==> src/rtl/sound_synth_nch.sv <==
// Multi-channel square/noise tone generator with per-channel ASR envelopes, a summing mixer
// and a first-order sigma-delta speaker output. Define SNDGEN_LFO_EN for the shared period LFO.
module sound_synth_nch #(
    parameter int unsigned NUM_CH    = 3,
    parameter int unsigned FREQ_W    = 12,
    parameter int unsigned PRESCALE  = 16,
    parameter logic [15:0] LFSR_TAPS = 16'hB400,
    parameter int unsigned ENV_W     = 8,
    localparam int unsigned CH_W     = (NUM_CH > 1) ? $clog2(NUM_CH) : 1,
    localparam int unsigned SAMPLE_W = 4 + $clog2(NUM_CH + 1)
) (
    input  logic                clk,
    input  logic                reset,
    input  logic                wr_en_i,
    input  logic [CH_W-1:0]     wr_ch_i,
    input  logic [1:0]          wr_reg_i,
    input  logic [15:0]         wr_data_i,
    input  logic [9:0]          lfo_freq_i,
    output logic [SAMPLE_W-1:0] sample_out_o,
    output logic                spkr_o,
    output logic [NUM_CH-1:0]   busy_o
);

    typedef enum logic [1:0] {StIdle, StAttack, StSustain, StRelease} env_state_e;

    localparam int unsigned PS_W = $clog2(PRESCALE);

    logic [PS_W-1:0]     presc_q, presc_d;
    logic                tick;
    logic [15:0]         lfsr_q, lfsr_d;
    logic [SAMPLE_W-1:0] sample_q, sample_d, mix_sum;
    logic [SAMPLE_W-1:0] acc_q, acc_d;
    logic [SAMPLE_W:0]   acc_sum;
    logic                spkr_q, spkr_d;

    logic [FREQ_W-1:0] period_q [NUM_CH];
    logic [FREQ_W-1:0] period_d [NUM_CH];
    logic [FREQ_W-1:0] count_q  [NUM_CH];
    logic [FREQ_W-1:0] count_d  [NUM_CH];
    logic [FREQ_W-1:0] reload   [NUM_CH];
    logic [3:0]        vol_q    [NUM_CH];
    logic [3:0]        vol_d    [NUM_CH];
    logic              gate_q   [NUM_CH];
    logic              gate_d   [NUM_CH];
    logic              noise_q  [NUM_CH];
    logic              noise_d  [NUM_CH];
    logic              wave_q   [NUM_CH];
    logic              wave_d   [NUM_CH];
    logic [ENV_W-1:0]  rate_q   [NUM_CH];
    logic [ENV_W-1:0]  rate_d   [NUM_CH];
    logic [ENV_W-1:0]  div_q    [NUM_CH];
    logic [ENV_W-1:0]  div_d    [NUM_CH];
    logic              step     [NUM_CH];
    logic [3:0]        level_q  [NUM_CH];
    logic [3:0]        level_d  [NUM_CH];
    env_state_e        state_q  [NUM_CH];
    env_state_e        state_d  [NUM_CH];
    logic [7:0]        prod     [NUM_CH];
    logic [3:0]        amp      [NUM_CH];

    // Bits of the write bus and LFO input that a given configuration does not decode.
    logic unused_bits;
    assign unused_bits = ^{lfo_freq_i, wr_data_i};

    always_comb begin
        tick    = (presc_q == '0);
        presc_d = presc_q + PS_W'(1);
        lfsr_d  = lfsr_q;
        if (tick) begin
            lfsr_d = {1'b0, lfsr_q[15:1]} ^ (lfsr_q[0] ? LFSR_TAPS : 16'h0000);
        end
    end

`ifdef SNDGEN_LFO_EN
    logic [17:0] lfo_q, lfo_d;
    logic [11:0] lfo_tri;
    logic [2:0]  lfo_shift_q [NUM_CH];
    logic [2:0]  lfo_shift_d [NUM_CH];
    logic        lfo_mod_q   [NUM_CH];
    logic        lfo_mod_d   [NUM_CH];

    always_comb begin
        lfo_d = lfo_q;
        if (tick) begin
            lfo_d = (lfo_q == '0) ? {lfo_freq_i, 8'h00} : lfo_q - 18'd1;
        end
        // Fold the ramp on its MSB so the offset rises and falls.
        lfo_tri = lfo_q[17] ? ~lfo_q[17:6] : lfo_q[17:6];
    end
`endif

    always_comb begin
        mix_sum = '0;
        for (int c = 0; c < NUM_CH; c++) begin
            period_d[c] = period_q[c];
            count_d[c]  = count_q[c];
            vol_d[c]    = vol_q[c];
            gate_d[c]   = gate_q[c];
            noise_d[c]  = noise_q[c];
            wave_d[c]   = wave_q[c];
            rate_d[c]   = rate_q[c];
            div_d[c]    = div_q[c];
            level_d[c]  = level_q[c];
            state_d[c]  = state_q[c];
            step[c]     = 1'b0;
            reload[c]   = period_q[c];
`ifdef SNDGEN_LFO_EN
            lfo_shift_d[c] = lfo_shift_q[c];
            lfo_mod_d[c]   = lfo_mod_q[c];
            if (lfo_mod_q[c]) begin
                reload[c] = period_q[c] + FREQ_W'(lfo_tri >> lfo_shift_q[c]);
            end
`endif
            if (tick) begin
                if (count_q[c] == '0) begin
                    count_d[c] = reload[c];
                    wave_d[c]  = noise_q[c] ? lfsr_q[0] : ~wave_q[c];
                end else begin
                    count_d[c] = count_q[c] - FREQ_W'(1);
                end
                if (period_q[c] == '0) begin
                    wave_d[c] = 1'b0;
                end
                if (div_q[c] == '0) begin
                    div_d[c] = rate_q[c];
                    step[c]  = 1'b1;
                end else begin
                    div_d[c] = div_q[c] - ENV_W'(1);
                end
            end

            case (state_q[c])
                StIdle: level_d[c] = 4'd0;
                StAttack: begin
                    if (level_q[c] == 4'd15) begin
                        state_d[c] = StSustain;
                    end else if (step[c]) begin
                        level_d[c] = level_q[c] + 4'd1;
                        if (level_q[c] == 4'd14) state_d[c] = StSustain;
                    end
                end
                StSustain: level_d[c] = 4'd15;
                StRelease: begin
                    if (level_q[c] == 4'd0) begin
                        state_d[c] = StIdle;
                    end else if (step[c]) begin
                        level_d[c] = level_q[c] - 4'd1;
                        if (level_q[c] == 4'd1) state_d[c] = StIdle;
                    end
                end
                default: state_d[c] = StIdle;
            endcase

            // Writes land after the tick update so a same-clk tick sees pre-write values.
            if (wr_en_i && (wr_ch_i == CH_W'(c))) begin
                case (wr_reg_i)
                    2'd0: period_d[c] = wr_data_i[FREQ_W-1:0];
                    2'd1: begin
                        vol_d[c]   = wr_data_i[3:0];
                        gate_d[c]  = wr_data_i[4];
                        noise_d[c] = wr_data_i[5];
`ifdef SNDGEN_LFO_EN
                        lfo_shift_d[c] = wr_data_i[8:6];
                        lfo_mod_d[c]   = wr_data_i[9];
`endif
                        if (wr_data_i[4] && !gate_q[c]) begin
                            state_d[c] = StAttack;
                        end else if (!wr_data_i[4] && gate_q[c] &&
                                     (state_d[c] inside {StAttack, StSustain})) begin
                            state_d[c] = StRelease;
                        end
                    end
                    2'd2: begin
                        rate_d[c] = wr_data_i[ENV_W-1:0];
                        div_d[c]  = wr_data_i[ENV_W-1:0];
                    end
                    default: ;
                endcase
            end

            prod[c] = 8'(level_d[c]) * 8'(vol_q[c]);
            amp[c]  = wave_d[c] ? prod[c][7:4] : 4'd0;
            mix_sum = mix_sum + SAMPLE_W'(amp[c]);
        end
    end

    always_comb begin
        sample_d = tick ? mix_sum : sample_q;
        acc_sum  = {1'b0, acc_q} + {1'b0, sample_q};
        acc_d    = acc_sum[SAMPLE_W-1:0];
        spkr_d   = acc_sum[SAMPLE_W];
        busy_o   = '0;
        for (int c = 0; c < NUM_CH; c++) begin
            busy_o[c] = (state_q[c] != StIdle);
        end
    end

    assign sample_out_o = sample_q;
    assign spkr_o       = spkr_q;

    always_ff @(posedge clk) begin
        if (reset) begin
            presc_q  <= '0;
            lfsr_q   <= 16'h0001;
            sample_q <= '0;
            acc_q    <= '0;
            spkr_q   <= 1'b0;
`ifdef SNDGEN_LFO_EN
            lfo_q    <= '0;
`endif
            for (int c = 0; c < NUM_CH; c++) begin
                period_q[c] <= '0;
                count_q[c]  <= '0;
                vol_q[c]    <= '0;
                gate_q[c]   <= 1'b0;
                noise_q[c]  <= 1'b0;
                wave_q[c]   <= 1'b0;
                rate_q[c]   <= '0;
                div_q[c]    <= '0;
                level_q[c]  <= '0;
                state_q[c]  <= StIdle;
`ifdef SNDGEN_LFO_EN
                lfo_shift_q[c] <= '0;
                lfo_mod_q[c]   <= 1'b0;
`endif
            end
        end else begin
            presc_q  <= presc_d;
            lfsr_q   <= lfsr_d;
            sample_q <= sample_d;
            acc_q    <= acc_d;
            spkr_q   <= spkr_d;
`ifdef SNDGEN_LFO_EN
            lfo_q    <= lfo_d;
`endif
            for (int c = 0; c < NUM_CH; c++) begin
                period_q[c] <= period_d[c];
                count_q[c]  <= count_d[c];
                vol_q[c]    <= vol_d[c];
                gate_q[c]   <= gate_d[c];
                noise_q[c]  <= noise_d[c];
                wave_q[c]   <= wave_d[c];
                rate_q[c]   <= rate_d[c];
                div_q[c]    <= div_d[c];
                level_q[c]  <= level_d[c];
                state_q[c]  <= state_d[c];
`ifdef SNDGEN_LFO_EN
                lfo_shift_q[c] <= lfo_shift_d[c];
                lfo_mod_q[c]   <= lfo_mod_d[c];
`endif
            end
        end
    end

endmodule

==> config.mk <==
export PLATFORM = sky130hd
export DESIGN_NAME = sound_synth_nch
export DESIGN_NICKNAME = d
export VERILOG_FILES = /design/src/rtl/sound_synth_nch.sv
export SDC_FILE = /design/constraint.sdc
export NUM_CORES = 1
export LEC_CHECK = 0
export ABC_AREA = 1
export BUFFER_PORTS_ARGS = -buffer_cell sky130_fd_sc_hd__buf_2
export CAP_MARGIN = 25
export CORE_MARGIN = 2
export CORE_UTILIZATION = 45
export DETAILED_ROUTE_END_ITERATION = 8
export GPL_TIMING_DRIVEN = 0
export PLACE_DENSITY = 0.7
export RECOVER_POWER = 25
export SKIP_LAST_GASP = 1
export SLEW_MARGIN = 20
export SYNTH_ARGS = -nofsm -noshare
export SYNTH_HDL_FRONTEND = slang
export SYNTH_SLANG_ARGS = --single-unit
==> constraint.sdc <==
create_clock -name clk -period 4.85 [get_ports clk]
set_input_delay 0.485 -clock clk [delete_from_list [all_inputs] [get_ports clk]]
set_output_delay 0.485 -clock clk [all_outputs]
set_load 0.005 [all_outputs]
==> metrics, run 1 <==
crit path setup slack, layout=-0.349 ns; WS Path Type=reg -> reg; Yosys reg bits=~190; Worst-Margin Slew=0.937 ns; global route total overflow=0; CTS clk-pin slew, worst paths=0.08 ns; hold path cells=3; Leak Pwr=around 5.4 nW; die height=between 150 and 200 µm; worst r2r src=presc_q[0]; Final Instance Count excl. Fillers=about 2,000; Tot GR Track Use=between 20 and 25%; WL met2=approximately 15 mm; Ports=43; minimum clock period=5.20 ns; setup violation total in the final timing report=4; failing checks=negative setup slack; DRC violations left=0; Storage cell area=3850 µm²; RePlAce Congestion=between 0.8 and 0.9; post-DP HPWL=about 23 mm; crit-path max FO=6; Sw Pwr=2.35 mW; Initial Util=a little under half; hold buffers post-CTS=0; pre-CTS WS=-0.585 ns; Clock Skews=0.00835 ns; Hold Crit Class=in -> reg; Synth area leaders=dfxtp_1 35%, nand2_1 8.2%, nor2_1 7.8%; Hold Path Sink=period_q[0][23]; met3 wire length=2.12 mm; Avg WL per Cell=16.3 µm; largest net degree at the start of global routing=20; Yosys top cell by area=dfxtp_1; Power Internal=3.52 mW; met1 wire length=14.6 mm; hold path startpoint=wr_data_i[11]; Routed Antenna Nets=0; synthesized area per cell=7.09 µm²; FP Rows=between 50 and 60; Clock Sinks=about 190; First DRT Iteration DRCs=850; Worst setup EP type=flip-flop; placed cell count=1,914; die area=~26,000 µm²; Vias=10,900; Combinational Power Share=~40%; Worst Setup Start Kind=flip-flop; initial antenna violation count=0; cts bufs inserted=17; R2R Setup Slk=-0.35 ns; Synth Flop Type=dfxtp_1; mapped cell area=roughly 11,000 µm²; Final #Nets=1,758; # port buffers=22; first-pass GRT wire length=between 50 and 60 mm; switch share=40.1%; syn_nets=1,678; status=finished with violations; Total Wirelength=roughly 32 mm; final hold vios=0; crit share post-route=107%; worst reg-to-reg path cell count=27; Async SR Flop Fraction=0%; layout cell share with drive strength beyond 1=15.5%; crit path DAT=roughly 5.5 ns; clk root buf=clkbuf_16; # fillers=roughly 2,400; max_cap viols=0; CTS tree=yes; Required @ worst endpoint=roughly 5.1 ns; Max Fclk=approximately 0.19 GHz; Max-slew headroom=a little under two fifths; Slew Viols, Final=0; sequential cell fraction of total power=between 30% and 40%; Area growth syn-to-layout=16.6%; Core Footprint=24,200 µm²; number of global-route vias before repair=9,797; H-Tree Depth=4; area taken by multi-input logic gates=between 6000 and 7000 µm²; Cells after Synth=approximately 1,600; Yosys Warn Count=0; most frequent cells in the layout=226 x nor2_1, 226 x nand2_1, 187 x dfxtp_1; unrepaired setup endpoints after global routing=true; vias per cell=around 5.5; cell area power density=between 400 and 500 nW/µm²; # diodes=0; Synth top area share=around a third; clock share of power=between 20 and 30%; Horiz. Die Dim=roughly 160 µm; Clock Latency Late Sink=0.44 ns; count of flip-flops with a built-in enable after synthesis=0; Bufs on Longest Clock Path=2; worst vdd ir=0.282 mV; Yosys cell types=55; DR top layer=met4; Worst R2R End=sample_out_o[3]; register area share after synthesis=34.6%; drt pass-1 iters=6
synthesized netlist by cell type (4+ instances only):
cell type	number
a211oi_1	10
fa_1	15
nand3_1	69
nand2_2	14
o211ai_1	24
nor2_2	6
o21ai_1	5
o21ai_0	157
nand4_1	25
buf_1	6
ha_1	62
nor2_4	7
nor2_1	232
or2_2	5
buf_6	4
clkbuf_1	36
nor4_1	10
dfxtp_1	192
nand2_1	243
nand3_2	9
inv_1	175
buf_2	12
xor2_1	21
inv_2	11
nor3_1	20
a21oi_1	142
xnor2_1	9
critical path: stages (launching register included):
cell and delay (ns):
dfxtp_2 0.33, inv_2 0.06, ha_4 0.14, nand2_4 0.06, nor2_8 0.22, nand2_4 0.09
inv_4 0.09, nand2_2 0.05, xor2_1 0.14, o21ai_1 0.16, a21oi_2 0.09, or2_1 0.27
fa_1 0.50, fa_1 0.51, inv_2 0.05, ha_4 0.27, nand3_4 0.06, a21oi_4 0.14
nand3_2 0.11, nand2_2 0.10, nand2_2 0.06, nand2_2 0.06, nand2_2 0.08, fa_1 0.54
buf_6 0.15, fa_2 0.41, xor2_2 0.20, a211oi_2 0.09
kinds of logic after synthesis:
group | Yosys count | share of synthesized area, %
simple gates | 655 | 26.3
compound gates | 362 | 18.0
buf+inv | 250 | 8.91
flops | 192 | 34.6
fa+ha+maj | 77 | 9.68
xor+xnor | 30 | 2.36
mux | 2 | 0.180
power by group through the flow:
stage	Combinational, mW	Sequential [mW]	Clock (mW)
final	2.36	2.02	1.50
after global routing	2.62	2.05	1.58
after CTS	2.24	2.01	1.51
after detailed placement	2.15	2.05	0
after global placement	2.11	2.04	0
after floorplan	1.71	2.00	0
flip-flops by register name, indices dropped and copies added (netlist names):
name / flops
acc_q: 6
count_q: 36
div_q: 24
gate_q: 3
level_q: 12
lfsr_q: 16
noise_q: 3
period_q: 36
presc_q: 4
rate_q: 24
sample_out_o: 6
spkr_o: 1
state_q: 6
vol_q: 12
wave_q: 3
worst max path at each step:
stage | startpoint | end | slack (ns) | cells past startpoint
2_1_floorplan | presc_q[0] | sample_out_o[4] | 0.0007 | 29
3_3_place_gp | presc_q[0] | sample_out_o[4] | -0.51 | 29
3_5_place_dp | presc_q[1] | sample_out_o[4] | -0.59 | 29
4_1_cts | presc_q[0] | sample_out_o[3] | -0.37 | 27
5_1_grt | presc_q[0] | sample_out_o[3] | -0.60 | 28
6_report | presc_q[0] | sample_out_o[3] | -0.35 | 27
final cells by class:
class	count	share of cell area, %
multi-input combinational	1126	51.3
sequential	192	29.7
inverter	189	5.53
clock buffer	18	3.39
timing repair buffer	61	3.19
tap	324	3.13
buffer	61	2.24
clock inverter	14	1.46
metal layers:
layer	vias up	GRT usage (%)
li1	5334	-
met1	5102	34.0
met2	365	40.1
met3	62	3.06
met4	0	9.46
met5	-	0
per-stage QoR:
step / utilization (%) / instance area, µm² / hold WS [ns] / power [mW] / TNS [ns]
after CTS: 52.0 / 12600 / 0.310 / 5.77 / -1.17
after global placement: 48.2 / 11700 / 0.422 / 4.15 / -2.03
after detailed placement: 48.2 / 11700 / 0.427 / 4.19 / -2.32
final: 53.4 / 13000 / 0.318 / 5.88 / -1.19
after floorplan: - / 11200 / 0.407 / 3.71 / 0
after global routing: 53.4 / 13000 / 0.332 / 6.26 / -2.30
repair_timing:
item / in CTS / in global routing
gates resized for setup: 30 / 61
setup buffers: 24 / 15
pin swaps: 24 / 39
endpoints found under the setup margin: 5 / 6
Note: power is estimated with default switching activity, not from simulation.
==> run 2: changes to the inputs <==
--- a/config.mk
+++ b/config.mk
@@ -5,11 +5,11 @@
 export SDC_FILE = /design/constraint.sdc
 export NUM_CORES = 1
 export LEC_CHECK = 0
-export ABC_AREA = 1
 export BUFFER_PORTS_ARGS = -buffer_cell sky130_fd_sc_hd__buf_2
 export CAP_MARGIN = 25
 export CORE_MARGIN = 2
 export CORE_UTILIZATION = 45
+export CTS_CLUSTER_SIZE = 16
 export DETAILED_ROUTE_END_ITERATION = 8
 export GPL_TIMING_DRIVEN = 0
 export PLACE_DENSITY = 0.7
==> run 2 against run 1 <==
The flow still finishes with violations (negative setup slack). Worst hold slack gained 0.0096 ns. Clock skew grew 0.0019 ns. Synthesized area shrank 1.1%. Global-route usage grew 1.6 points. Largest cell class unchanged.
==> metrics, run 2 <==
CTS clk-pin slew, worst paths=about 0.080 ns; Initial Util=between 40% and 50%; initial antenna violation count=3; largest net degree at the start of global routing=19; register area share after synthesis=35.0%; minimum clock period=5.99 ns; mapped cell area=11,000 µm²; final hold vios=0; CTS tree=yes; Synth area leaders=dfxtp_1 35%, ha_1 7.1%, nand2_1 6.6%; H-Tree Depth=4; DR top layer=met4; worst vdd ir=~0.30 mV; Yosys reg bits=approximately 190; sequential cell fraction of total power=33.0%; crit-path max FO=4; Cells after Synth=between 1,000 and 1,500; Yosys cell types=79; met3 wire length=roughly 2.5 mm; post-DP HPWL=22.9 mm; Hold Crit Class=in -> reg; Worst-Margin Slew=around 1.3 ns; Async SR Flop Fraction=0%; pre-CTS WS=-1.65 ns; FP Rows=57; Vias=10,600; Sw Pwr=2.56 mW; layout cell share with drive strength beyond 1=14.2%; drt pass-1 iters=6; top flop regs=count_q: 36 flops, period_q: 36 flops; Max Fclk=approximately 0.17 GHz; WHS=~0.33 ns; post-route total power=~6.3 mW; first-pass GRT wire length=approximately 54 mm; Yosys Warn Count=0; Total Wirelength=34.0 mm; Horiz. Die Dim=about 160 µm; crit path DAT=between 6 and 7 ns; commonest cells in the netlist=192 x dfxtp_1, 192 x nand2_1, 176 x nor2_1; Yosys top cell by area=dfxtp_1; Combinational Power Share=between 40 and 50%; Avg WL per Cell=about 19 µm; Synth top area share=a little over a third; syn_nets=between 1,000 and 1,500; Bufs on Longest Clock Path=2; WS Path Type=reg -> reg; Clock Sinks=around 190; Core Footprint=between 20,000 and 25,000 µm²; global route total overflow=0; Worst Setup Start Kind=flip-flop; fin area=about 13,000 µm²; setup violation total in the final timing report=6; max_cap viols=0; crit path setup slack, layout=-1.14 ns; # port buffers=21; DRC violations left=0; commonest non-fill, non-tap cell in the layout=nand2_1; Final #Nets=approximately 1,600; Routed Antenna Nets=0; Cell Area, Placed=11,600 µm²; clk root buf=clkbuf_16; crit share post-route=123%; switch share=a little over 40%; die area=~26,000 µm²; Required @ worst endpoint=around 5.2 ns; First DRT Iteration DRCs=about 950; Leak Pwr=5.24 nW; Slew Viols, Final=0; Clock Skews=slightly above 0.01 ns; Synth Flop Type=dfxtp_1; Max-slew headroom=10.4%; most frequent cells in the layout=189 x nand2_1, 185 x dfxtp_1, 173 x nor2_1; cts bufs inserted=17; number of global-route vias before repair=slightly above 10,000; cell area power density=roughly 480 nW/µm²; Ports=43; vias per cell=5.86; met1 wire length=roughly 14 mm; status=finished with violations; Area growth syn-to-layout=18.0%; clock share of power=22.7%; unrepaired setup endpoints after global routing=true; die height=160 µm; Clock Latency Late Sink=around 0.44 ns; Tot GR Track Use=a little over a quarter; synthesized area per cell=approximately 8.0 µm²; RePlAce Congestion=between 0.9 and 1; WL met2=around 15 mm; failing checks=negative setup slack; Power Internal=about 3.7 mW; count of flip-flops with a built-in enable after synthesis=0; Worst setup EP type=flip-flop
==> run 2: cell types whose count changed after synthesis, sizes merged, moves of 22 or more <==
cell   change
and2      +22
nand2     -66
nor2      -70
inv      -131
mux2i     +60
o21ai    -109
nand3     -60
==> run 2: per-stage QoR <==
step / TNS, ns / std cells / util, %
2_1_floorplan: -2.88 / 1374 / -
3_3_place_gp: -7.60 / 1719 / 48.1
3_5_place_dp: -8.14 / 1719 / 48.1
4_1_cts: -4.02 / 1787 / 52.7
5_1_grt: -6.02 / 1803 / 53.6
6_report: -4.65 / 1803 / 53.6
==> run 2: cell type report <==
class,instances,area [µm²]
Inverter,55,206
Antenna cell,3,7.51
Clock buffer,18,439
Sequential cell,192,3850
Timing Repair Buffer,71,493
Buffer,69,300
Fill cell,2242,11200
Tap cell,324,405
Clock inverter,14,151
Multi-Input combinational cell,1057,7110
==> run 2: power groups by stage <==
stage / clock, mW / combinational [mW] / sequential [mW]
after floorplan: 0 / 1.81 / 2.02
after CTS: 1.43 / 2.63 / 2.05
final: 1.43 / 2.78 / 2.07
after global routing: 1.50 / 3.06 / 2.10
after detailed placement: 0 / 2.33 / 2.08
after global placement: 0 / 2.28 / 2.07
==> run 2: kinds of logic (layout without fill, tap and decap cells) <==
logic type | count (synthesis) | in the layout | share of synthesized area, %
adder cells (fa/ha/maj) | 77 | 77 | 9.79
XOR/XNOR | 26 | 26 | 2.07
AO/OA/AOI/OAI | 298 | 298 | 16.8
other | 0 | 3 | 0
flip-flops | 192 | 192 | 35.0
AND/OR/NAND/NOR | 591 | 591 | 26.0
multiplexers | 65 | 65 | 5.99
buffers and inverters | 125 | 227 | 4.34
==> run 2: worst paths after layout <==
| path | from | to | slack (ns) | cells after the start |
|---|---|---|---|---|
| max | div_q[0][9] | sample_out_o[4] | -1.14 | 25 |
| min | wr_data_i[8] | period_q[0][32] | 0.33 | 3 |
| max reg2reg | div_q[0][9] | sample_out_o[4] | -1.14 | 25 |
| min reg2reg | lfsr_q[8] | lfsr_q[7] | 0.45 | 2 |
==> run 2: per-layer routing <==
metal	up-vias	track usage [%]
met3	108	4.78
li1	5019	-
met1	5018	33.9
met5	-	0
met2	420	42.4
met4	0	13.9
==> run 2: critical path, cell delays in order, from the launching register on <==
cell and delay [ns]:
dfxtp_1 0.32, inv_1 0.09, ha_1 0.17, nor4b_4 0.25, buf_4 0.17, nand3_4 0.09
or4_4 0.44, o311ai_2 0.26, a2bb2oi_2 0.12, nor2b_1 0.19, fa_1 0.49, ha_4 0.25
ha_4 0.28, nand4_1 0.09, or4_4 0.48, a21oi_4 0.18, nor3_2 0.05, or3b_4 0.40
fa_1 0.58, inv_1 0.06, ha_1 0.26, a21o_1 0.19, a21oi_2 0.15, xnor2_1 0.13
nand2_1 0.09, a21oi_2 0.15
==> run 2: what timing repair did <==
action                     4_1_cts  5_1_grt
hold endpoints to repair         0        0
gates resized for setup         61       33
hold buffers                     0        0
setup endpoints to repair        6        6
pin swaps                       36       35
buffers inserted                36       14
